`config.mk`:
```
export PLATFORM = sky130hd
export DESIGN_NAME = mbus_power_req_sequencer
export DESIGN_NICKNAME = d
export VERILOG_FILES = /design/src/rtl/mbus_power_req_sequencer.sv
export SDC_FILE = /design/constraint.sdc
export NUM_CORES = 1
export LEC_CHECK = 0
export ABC_AREA = 1
export BUFFER_PORTS_ARGS = -buffer_cell sky130_fd_sc_hd__buf_4
export CORE_MARGIN = 3
export CORE_UTILIZATION = 50
export DETAILED_ROUTE_END_ITERATION = 12
export PLACE_DENSITY = 0.74
export SLEW_MARGIN = 5
export SYNTH_ARGS = -nofsm -noshare
export SYNTH_HDL_FRONTEND = slang
export SYNTH_SLANG_ARGS = --single-unit
```
`constraint.sdc`:
```
create_clock -name CLK -period 1.7 [get_ports CLK]
set_clock_uncertainty 0.2 [all_clocks]
set_input_delay 0.34 -clock CLK [delete_from_list [all_inputs] [get_ports CLK]]
set_output_delay 0.34 -clock CLK [all_outputs]
set_load 0.02 [all_outputs]
```
`src/rtl/mbus_power_req_sequencer.sv`:
```
// Turns local wake requests (round-robin) and unanimous sleep votes into the MBus member-controller handshake.
// Outputs registered, 1 cycle from request to WAKEUP_REQ/SLEEP_REQ; every wait state is bounded by TIMEOUT.
module mbus_power_req_sequencer #(
    parameter int NUM_REQ = 4,
    parameter int TIMEOUT = 200,
    parameter int TO_W    = 8,
    localparam int ID_W   = $clog2(NUM_REQ)
) (
    input  logic               CLK,
    input  logic               RESET,
    input  logic               ENABLE,
    input  logic [NUM_REQ-1:0] WAKE_REQ_IN,
    input  logic [NUM_REQ-1:0] SLEEP_VOTE,
    input  logic               MBUS_BUSY,
    input  logic               MBC_SLEEP,
    input  logic               EXTERNAL_INT,
    output logic               WAKEUP_REQ,
    output logic               SLEEP_REQ,
    output logic               CLR_EXT_INT,
    output logic [NUM_REQ-1:0] WAKE_ACK,
    output logic [ID_W-1:0]    GRANT_ID,
    output logic               TIMEOUT_ERR
);

    typedef enum logic [2:0] {IDLE, WAKE_ASSERT, WAKE_CLR, SLEEP_ASSERT, ASLEEP} state_t;

    state_t             state, state_nxt;
    logic [ID_W-1:0]    ptr, ptr_nxt, grant_nxt, pick;
    logic [TO_W-1:0]    cnt;
    logic [NUM_REQ-1:0] ack_nxt;
    logic               err_nxt, found, wake_go, timed_out;
    logic               ms_meta, ms, es_meta, es;

    function automatic logic [ID_W-1:0] rr_idx(input logic [ID_W-1:0] base, input int off);
        int s;
        s = int'(base) + off;
        if (s >= NUM_REQ) s = s - NUM_REQ;
        return ID_W'(s);
    endfunction

    function automatic logic [ID_W-1:0] next_id(input logic [ID_W-1:0] g);
        return (int'(g) == NUM_REQ - 1) ? '0 : g + ID_W'(1);
    endfunction

    // First requesting index at or after ptr, wrapping around.
    always_comb begin
        pick  = ptr;
        found = 1'b0;
        for (int i = 0; i < NUM_REQ; i++) begin
            if (!found && WAKE_REQ_IN[rr_idx(ptr, i)]) begin
                found = 1'b1;
                pick  = rr_idx(ptr, i);
            end
        end
    end

    assign wake_go   = ENABLE && (|WAKE_REQ_IN);
    assign timed_out = (cnt == TO_W'(TIMEOUT - 1));

    always_comb begin
        state_nxt = state;
        grant_nxt = GRANT_ID;
        ptr_nxt   = ptr;
        ack_nxt   = '0;
        err_nxt   = 1'b0;
        case (state)
            IDLE, ASLEEP: begin
                if (wake_go) begin
                    state_nxt = WAKE_ASSERT;
                    grant_nxt = pick;
                end else if (state == ASLEEP) begin
                    if (!ms) state_nxt = IDLE;
                end else if (ENABLE && (&SLEEP_VOTE) && !MBUS_BUSY && !ms) begin
                    state_nxt = SLEEP_ASSERT;
                end
            end
            WAKE_ASSERT, WAKE_CLR: begin
                if (state == WAKE_ASSERT && es) begin
                    state_nxt = WAKE_CLR;
                end else if (state == WAKE_CLR && !es) begin
                    state_nxt = ms ? ASLEEP : IDLE;
                    ack_nxt   = NUM_REQ'(1) << GRANT_ID;
                    ptr_nxt   = next_id(GRANT_ID);
                end else if (timed_out) begin
                    // Skip past the stuck requester so it cannot starve the others.
                    state_nxt = IDLE;
                    err_nxt   = 1'b1;
                    ptr_nxt   = next_id(GRANT_ID);
                end
            end
            SLEEP_ASSERT: begin
                if (ms) begin
                    state_nxt = ASLEEP;
                end else if ((|WAKE_REQ_IN) || MBUS_BUSY) begin
                    state_nxt = IDLE;
                end else if (timed_out) begin
                    state_nxt = IDLE;
                    err_nxt   = 1'b1;
                end
            end
            default: state_nxt = IDLE;
        endcase
    end

    always_ff @(posedge CLK or posedge RESET) begin
        if (RESET) begin
            state       <= IDLE;
            ptr         <= '0;
            cnt         <= '0;
            ms_meta     <= 1'b0;
            ms          <= 1'b0;
            es_meta     <= 1'b0;
            es          <= 1'b0;
            WAKEUP_REQ  <= 1'b0;
            SLEEP_REQ   <= 1'b0;
            CLR_EXT_INT <= 1'b0;
            WAKE_ACK    <= '0;
            GRANT_ID    <= '0;
            TIMEOUT_ERR <= 1'b0;
        end else begin
            ms_meta     <= MBC_SLEEP;
            ms          <= ms_meta;
            es_meta     <= EXTERNAL_INT;
            es          <= es_meta;
            state       <= state_nxt;
            ptr         <= ptr_nxt;
            if (state_nxt != state || state == IDLE || state == ASLEEP)
                cnt <= '0;
            else
                cnt <= cnt + TO_W'(1);
            WAKEUP_REQ  <= (state_nxt == WAKE_ASSERT);
            SLEEP_REQ   <= (state_nxt == SLEEP_ASSERT);
            CLR_EXT_INT <= (state_nxt == WAKE_CLR);
            WAKE_ACK    <= ack_nxt;
            GRANT_ID    <= grant_nxt;
            TIMEOUT_ERR <= err_nxt;
        end
    end

endmodule

```
Yosys cells after proc, flatten, opt, wreduce, memory -nomap -nowiden --
Cells that the tools add are included. W data, S select, Z words.
Storage, ports and cells: output and inout bits 10, register bits after elaboration 27, logic and storage cells 111, input bits 14
Cells by class: shift operators 1, reduce and logical (&&, ||, !) cells 26, order comparisons 8, $add $sub $neg 9, equality and inequality tests 10, bitwise operators 1, multiplexer cells 43
Operators by type and width (number):
- $mux W3 | 10
- $mux W2 | 11
- $eq A3 B2 Y1 const B | 4
- $lt A2 B3 Y1 const B | 4
- $mux W1 | 12
- $mux W4 | 3
- $ge A3 B3 Y1 const B | 3
- $logic_and A1 B1 Y1 | 9
- $pmux W3 S3 | 1
- $add A8 B1 Y8 const B | 1
- $bmux W1 S2 | 4
- $eq A8 B8 Y1 const B | 1
- $mux W8 | 1
- $sub A2 B1 Y2 const B | 4
- $add A2 B2 Y3 const B | 2
- $eq A3 B1 Y1 const B | 2
- $logic_not A1 Y1 | 6
- $reduce_and A4 Y1 | 1
- $reduce_or A2 Y1 | 2
- $reduce_or A4 Y1 | 1
- $shl A1 B2 Y4 const A | 1
- $add A2 B1 Y3 const B | 1
- $eq A3 B3 Y1 const B | 1
- $ge A2 B3 Y1 const B | 1
- 10 further kinds | 12

Depth between registers and ports, before layout --
depth in word-level cells 14, gate-level depth with buffers 12

Worst setup path before layout --
No wires, ideal clock.
path type reg2reg, start register cnt[0], end register cnt[0], arrival 1396 ps, cell stages (with the launch flop) 11, path slack 33 ps, clock period less this slack 1667 ps, required time 1429 ps, path through dfrtp_1 -> ha_1 -> nand2_1 -> nor2_1 -> nand2_1 -> inv_1 -> nor2_1 -> nand2_2 -> o21ai_2 -> nand3_4 -> nor2_2
On the way: cells in the longest elaborated chain, start to end 9, elaborated cells between the ends (all ways) 12, classes of those cells add/sub: 1; eq/ne: 2; mux: 7; reduce/logical: 2
Ends and longest elaborated chain:
- start, declared | line 29 | logic [TO_W-1:0] cnt;
- start signal, assigned | line 130 | cnt <= cnt + TO_W'(1);
- $eq A8 B8 Y1 | line 58 | assign timed_out = (cnt == TO_W'(TIMEOUT - 1));
- $mux W3 | line 84, 96
- $mux W3, on equally long branches | line 94, 80
- $mux W3, on equally long branches | line 92, 78
- $pmux W3 S3 | line 66 | case (state)
- $ne A3 B3 Y1 | line 127 | if (state_nxt != state || state == IDLE || state == ASLEEP)
- $logic_or A1 B1 Y1 (2 in a row) | line 127
- $mux W8 (*) | line 127
Mark *: on every way between the ends. The rest lies on a longest branch, timed or not. A chain may end at the register's enable or synchronous reset.

Worst setup path in the final report --
start register state[1], end register cnt[0]
On the way: cells in the longest elaborated chain, start to end 9, elaborated cells between the ends (all ways) 23, classes of those cells eq/ne: 5; mux: 11; reduce/logical: 7
Ends and longest elaborated chain:
- start, declared | line 27 | state_t state, state_nxt;
- start signal, assigned | line 125 | state <= state_nxt;
- $eq A3 B2 Y1 | line 66, 80
- $logic_and A1 B1 Y1 | line 80 | end else if (state == WAKE_CLR && !es) begin
- $mux W3 | line 80
- $mux W3 | line 78 | if (state == WAKE_ASSERT && es) begin
- $pmux W3 S3 | line 66
- $ne A3 B3 Y1 | line 127
- $logic_or A1 B1 Y1 | line 127
- $logic_or A1 B1 Y1 (*) | line 127
- $mux W8 (*) | line 127
Marked as above.

==> run summary <==
The run finished, with violations left. The checks that failed: setup timing. The share of the synthesized area in compound gates (AO/OA/AOI/OAI) is 5.65%.

The post-DP HPWL is 2.40 mm. The synthesized netlist devotes 35.7% of its cell area to simple gates. The remaining antenna violation count came out at 0. The post-detailed-route DRC marker count is 0. Summing the areas of all fa, ha and maj instances in the mapped netlist gives 4.04% of the synthesized area. The cell area that synthesis handed to floorplanning was 1550 sq um. The repair_antennas step left the layout with diodes totalling 0. At the pin with the least slew margin, the transition time is 323 ps. The initialized floorplan defines 19 standard-cell rows.

The net count after synthesis came out at 221. Summed over all failing endpoints, the final setup total negative slack is -824 ps. After detailed placement, the design holds a cell count of 270. After layout, the worst setup slack is -100 ps. After filler insertion, the fill cell instance count of the layout stands at 221.

Headroom to the max-slew limit came out at 78.5%. The largest area contributor in the netlist is sky130_fd_sc_hd__dfrtp_1. For this block, the routed nets add up to 3.50 mm of wire. The total number of H-tree levels is 1.

The floorplan core area came out at 2850 sq um. The post-route netlist has 41.7% of its cells at a drive strength greater than 1. The first-pass GRT wire length is 5.54 mm. The top cell type by area accounts for 43.6% of the synthesized area. TritonCTS built the clock tree.

Setup violations remaining at the end of the flow were counted as 11. The routed design could run at a clock period as short as 1800 ps. The layout overhead on the synthesized area came out at 35.9%.

The width of the die came out at 61.7 um. The number of global-route vias before repair is 1380. The mean routed wirelength per cell came out at 12.3 um. STA classifies the critical path startpoint as a flip-flop.

The post-route fraction of the period consumed by the critical path is 106%. The number of antenna violations at the first check in global routing came out at 0. Summed over all cells, the static leakage comes to 1.10 nW. The number of violations reported at the end of detailed-routing iteration 0 is 59. By startpoint and endpoint, the worst setup path is classified as flip-flop to flip-flop.

The maximum fanout count along the critical path is 8. The number of hold violations in the final report came out at 0. The cell count after synthesis came out at 202. Summed over all layers, the global routing overflow is 0.

The clock tree root buffer cell is sky130_fd_sc_hd__clkbuf_4. The total die area came out at 3800 sq um. The multiplexer area fraction after synthesis is 0%. The path class of the tightest hold or removal check is flip-flop to flip-flop.

The highest achievable clock rate is 555 MHz. The synthesized area per cell is 7.67 sq um. For the worst-skew pair, the clock arrives at the later sink with an insertion delay of 320 ps. The top-level port count is 24.

By area, the combinational part of the netlist is dominated by simple AND/OR/NAND/NOR gates. The share of the synthesized netlist area taken by xor and xnor gates came out at 3.39%. Clock tree synthesis found a total of 27 sinks. The pin count of the biggest net entering global routing came out at 28. The final route contains 1454 vias. The count of cell types in the netlist is 23.

The count of buffers from port buffering came out at 23. The count of maximum capacitance violations came out at 0. IR analysis of the VDD net gives a maximum drop of 0.000810 V.

The number of nets in the layout is 274. STA puts the critical path data required time at 1770 ps. STA classifies the critical path endpoint as a flip-flop. The count of final max-slew check failures came out at 0.

Setup repair after global routing could not meet its margin everywhere. The pre-antenna-repair detailed-routing pass consisted of 4 iterations. The data arrival time of the worst path came out at 1870 ps.

Leaving out filler cells and counting taps, the final layout contains 285. The overall die height came out at 61.7 um. The effective utilization at floorplan came out at 54.3%. The register area share after synthesis is 43.6%.

The count of warnings emitted by yosys came out at 0. The power per cell area came out at 1410 nW/um^2. By area the synthesized netlist is led by sky130_fd_sc_hd__dfrtp_1 44%, sky130_fd_sc_hd__nand2_1 14%, sky130_fd_sc_hd__inv_1 5.6%. The clock passes through at most 2 buffers. The clock transition at the registers of the reported paths came out at 140 ps.

The global placer's final weighted congestion is 0.835. The number of synthesized register bits is 27. Dividing the detail-routed via count by the number of cells gives 5.10. The overall global routing resource usage is 19.4%. Counting the buffers created by CTS gives 3.
[final timing paths]
path	from	end	slack (ps)	cells after the start
max in group asynchronous	RESET	ptr[1]	630	4
min in group asynchronous	RESET	WAKE_ACK[3]	410	4
worst min register to register	es_meta	es	170	0
worst max register to register	state[1]	cnt[0]	-100	9
worst min-delay path	es_meta	es	170	0
worst max-delay path	state[1]	cnt[0]	-100	9
[through the flow]
stage	util [%]	worst slack [ps]	power [mW]	hold slack, ps	instance area [sq um]
after floorplan	-	32.5	1.84	131	1550
after global placement	65.5	-54.9	2.22	134	1870
after detailed placement	65.5	-89.8	2.28	136	1870
after CTS	69.1	-19.7	2.64	177	1970
after global routing	73.8	-205	3.22	186	2100
final	73.8	-100	2.97	173	2100
[cells by family after synthesis]
logic type,after synthesis
AO/OA/AOI/OAI,14
adder cells (fa/ha/maj),5
AND/OR/NAND/NOR,119
XOR/XNOR,6
buffers and inverters,31
flip-flops,27
[cell usage after synthesis, drive strengths merged]
| library cell | number |
|---|---|
| o21bai | 1 |
| dfrtp | 27 |
| nor3 | 2 |
| nor2 | 31 |
| inv | 30 |
| a21boi | 1 |
| nand3 | 20 |
| xor2 | 5 |
| xnor2 | 1 |
| ha | 5 |
| buf | 1 |
| nand4 | 2 |
| nand2 | 64 |
| o21ai | 11 |
| a31oi | 1 |
[final cells by class]
| cell class | count | area [sq um] | share of cell area [%] |
|---|---|---|---|
| Timing Repair Buffer | 49 | 379 | 18.0 |
| Inverter | 30 | 115 | 5.47 |
| Tap cell | 31 | 38.8 | 1.84 |
| Clock buffer | 3 | 22.5 | 1.07 |
| Multi-Input combinational cell | 144 | 866 | 41.1 |
| Clock inverter | 1 | 5.00 | 0.238 |
| Sequential cell | 27 | 678 | 32.2 |
[worst max-delay path, cell delays in order (launching register included)]
cell	delay [ps]
sky130_fd_sc_hd__dfrtp_1	460
sky130_fd_sc_hd__inv_4	80
sky130_fd_sc_hd__buf_4	150
sky130_fd_sc_hd__nor3_4	150
sky130_fd_sc_hd__nand3_2	120
sky130_fd_sc_hd__o21ai_2	100
sky130_fd_sc_hd__nand2_2	90
sky130_fd_sc_hd__o21ai_2	90
sky130_fd_sc_hd__nand3_4	170
sky130_fd_sc_hd__nor2_2	110
[cell usage in the layout, fill, tap and decap left out]
cell type                       instances
sky130_fd_sc_hd__xor2_1                 5
sky130_fd_sc_hd__dfrtp_1               25
sky130_fd_sc_hd__a21boi_0               1
sky130_fd_sc_hd__ha_2                   1
sky130_fd_sc_hd__nor3_4                 1
sky130_fd_sc_hd__clkbuf_4               3
sky130_fd_sc_hd__nor2_2                12
sky130_fd_sc_hd__nor2_1                17
sky130_fd_sc_hd__nand2_2               14
sky130_fd_sc_hd__nor3_2                 1
sky130_fd_sc_hd__o21ai_0                2
sky130_fd_sc_hd__nor2_4                 2
sky130_fd_sc_hd__o21ai_2                3
sky130_fd_sc_hd__ha_1                   4
sky130_fd_sc_hd__inv_1                 20
sky130_fd_sc_hd__inv_4                  1
sky130_fd_sc_hd__buf_4                 45
sky130_fd_sc_hd__o21ai_4                2
sky130_fd_sc_hd__nand4_1                2
sky130_fd_sc_hd__inv_2                  9
sky130_fd_sc_hd__o21ai_1                4
sky130_fd_sc_hd__nand3_1               12
sky130_fd_sc_hd__dlygate4sd3_1          3
sky130_fd_sc_hd__a31oi_1                1
sky130_fd_sc_hd__o21bai_1               1
sky130_fd_sc_hd__clkinv_2               1
sky130_fd_sc_hd__nand3_2                5
sky130_fd_sc_hd__xnor2_1                1
sky130_fd_sc_hd__nand3_4                3
sky130_fd_sc_hd__nand2_1               50
sky130_fd_sc_hd__dfrtp_2                2
sky130_fd_sc_hd__buf_6                  1
[where the power goes]
part | internal [mW] | switching, mW | total [mW]
logic | 0.739 | 1.09 | 1.83
clock network | 0.0883 | 0.186 | 0.275
registers | 0.761 | 0.107 | 0.867
total | 1.59 | 1.38 | 2.97
[state kept, by name, summed over array words and instances (netlist names)]
name         cells
GRANT_ID         2
ms               1
es_meta          1
cnt              8
SLEEP_REQ        1
ptr              2
TIMEOUT_ERR      1
CLR_EXT_INT      1
WAKEUP_REQ       1
ms_meta          1
WAKE_ACK         4
es               1
state            3
[repair_timing]
item	CTS	global route
hold buffers	3	0
endpoints found under the hold margin	29	0
pin swaps	5	11
setup endpoints to repair	14	16
gates resized for setup	13	24
setup buffers	1	7
[layer usage]
| metal | track usage [%] | vias up | wire [um] | part of all wire, % |
|---|---|---|---|---|
| li1 | - | 730 | - | - |
| met1 | 22.8 | 679 | 1520 | 44 |
| met2 | 34.7 | 37 | 1780 | 51 |
| met3 | 3.98 | 8 | 151 | 4.3 |
| met4 | 6.67 | 0 | 45 | 1.3 |
| met5 | 0 | - | 0 | 0 |
Power figures use the tool's default switching activity.
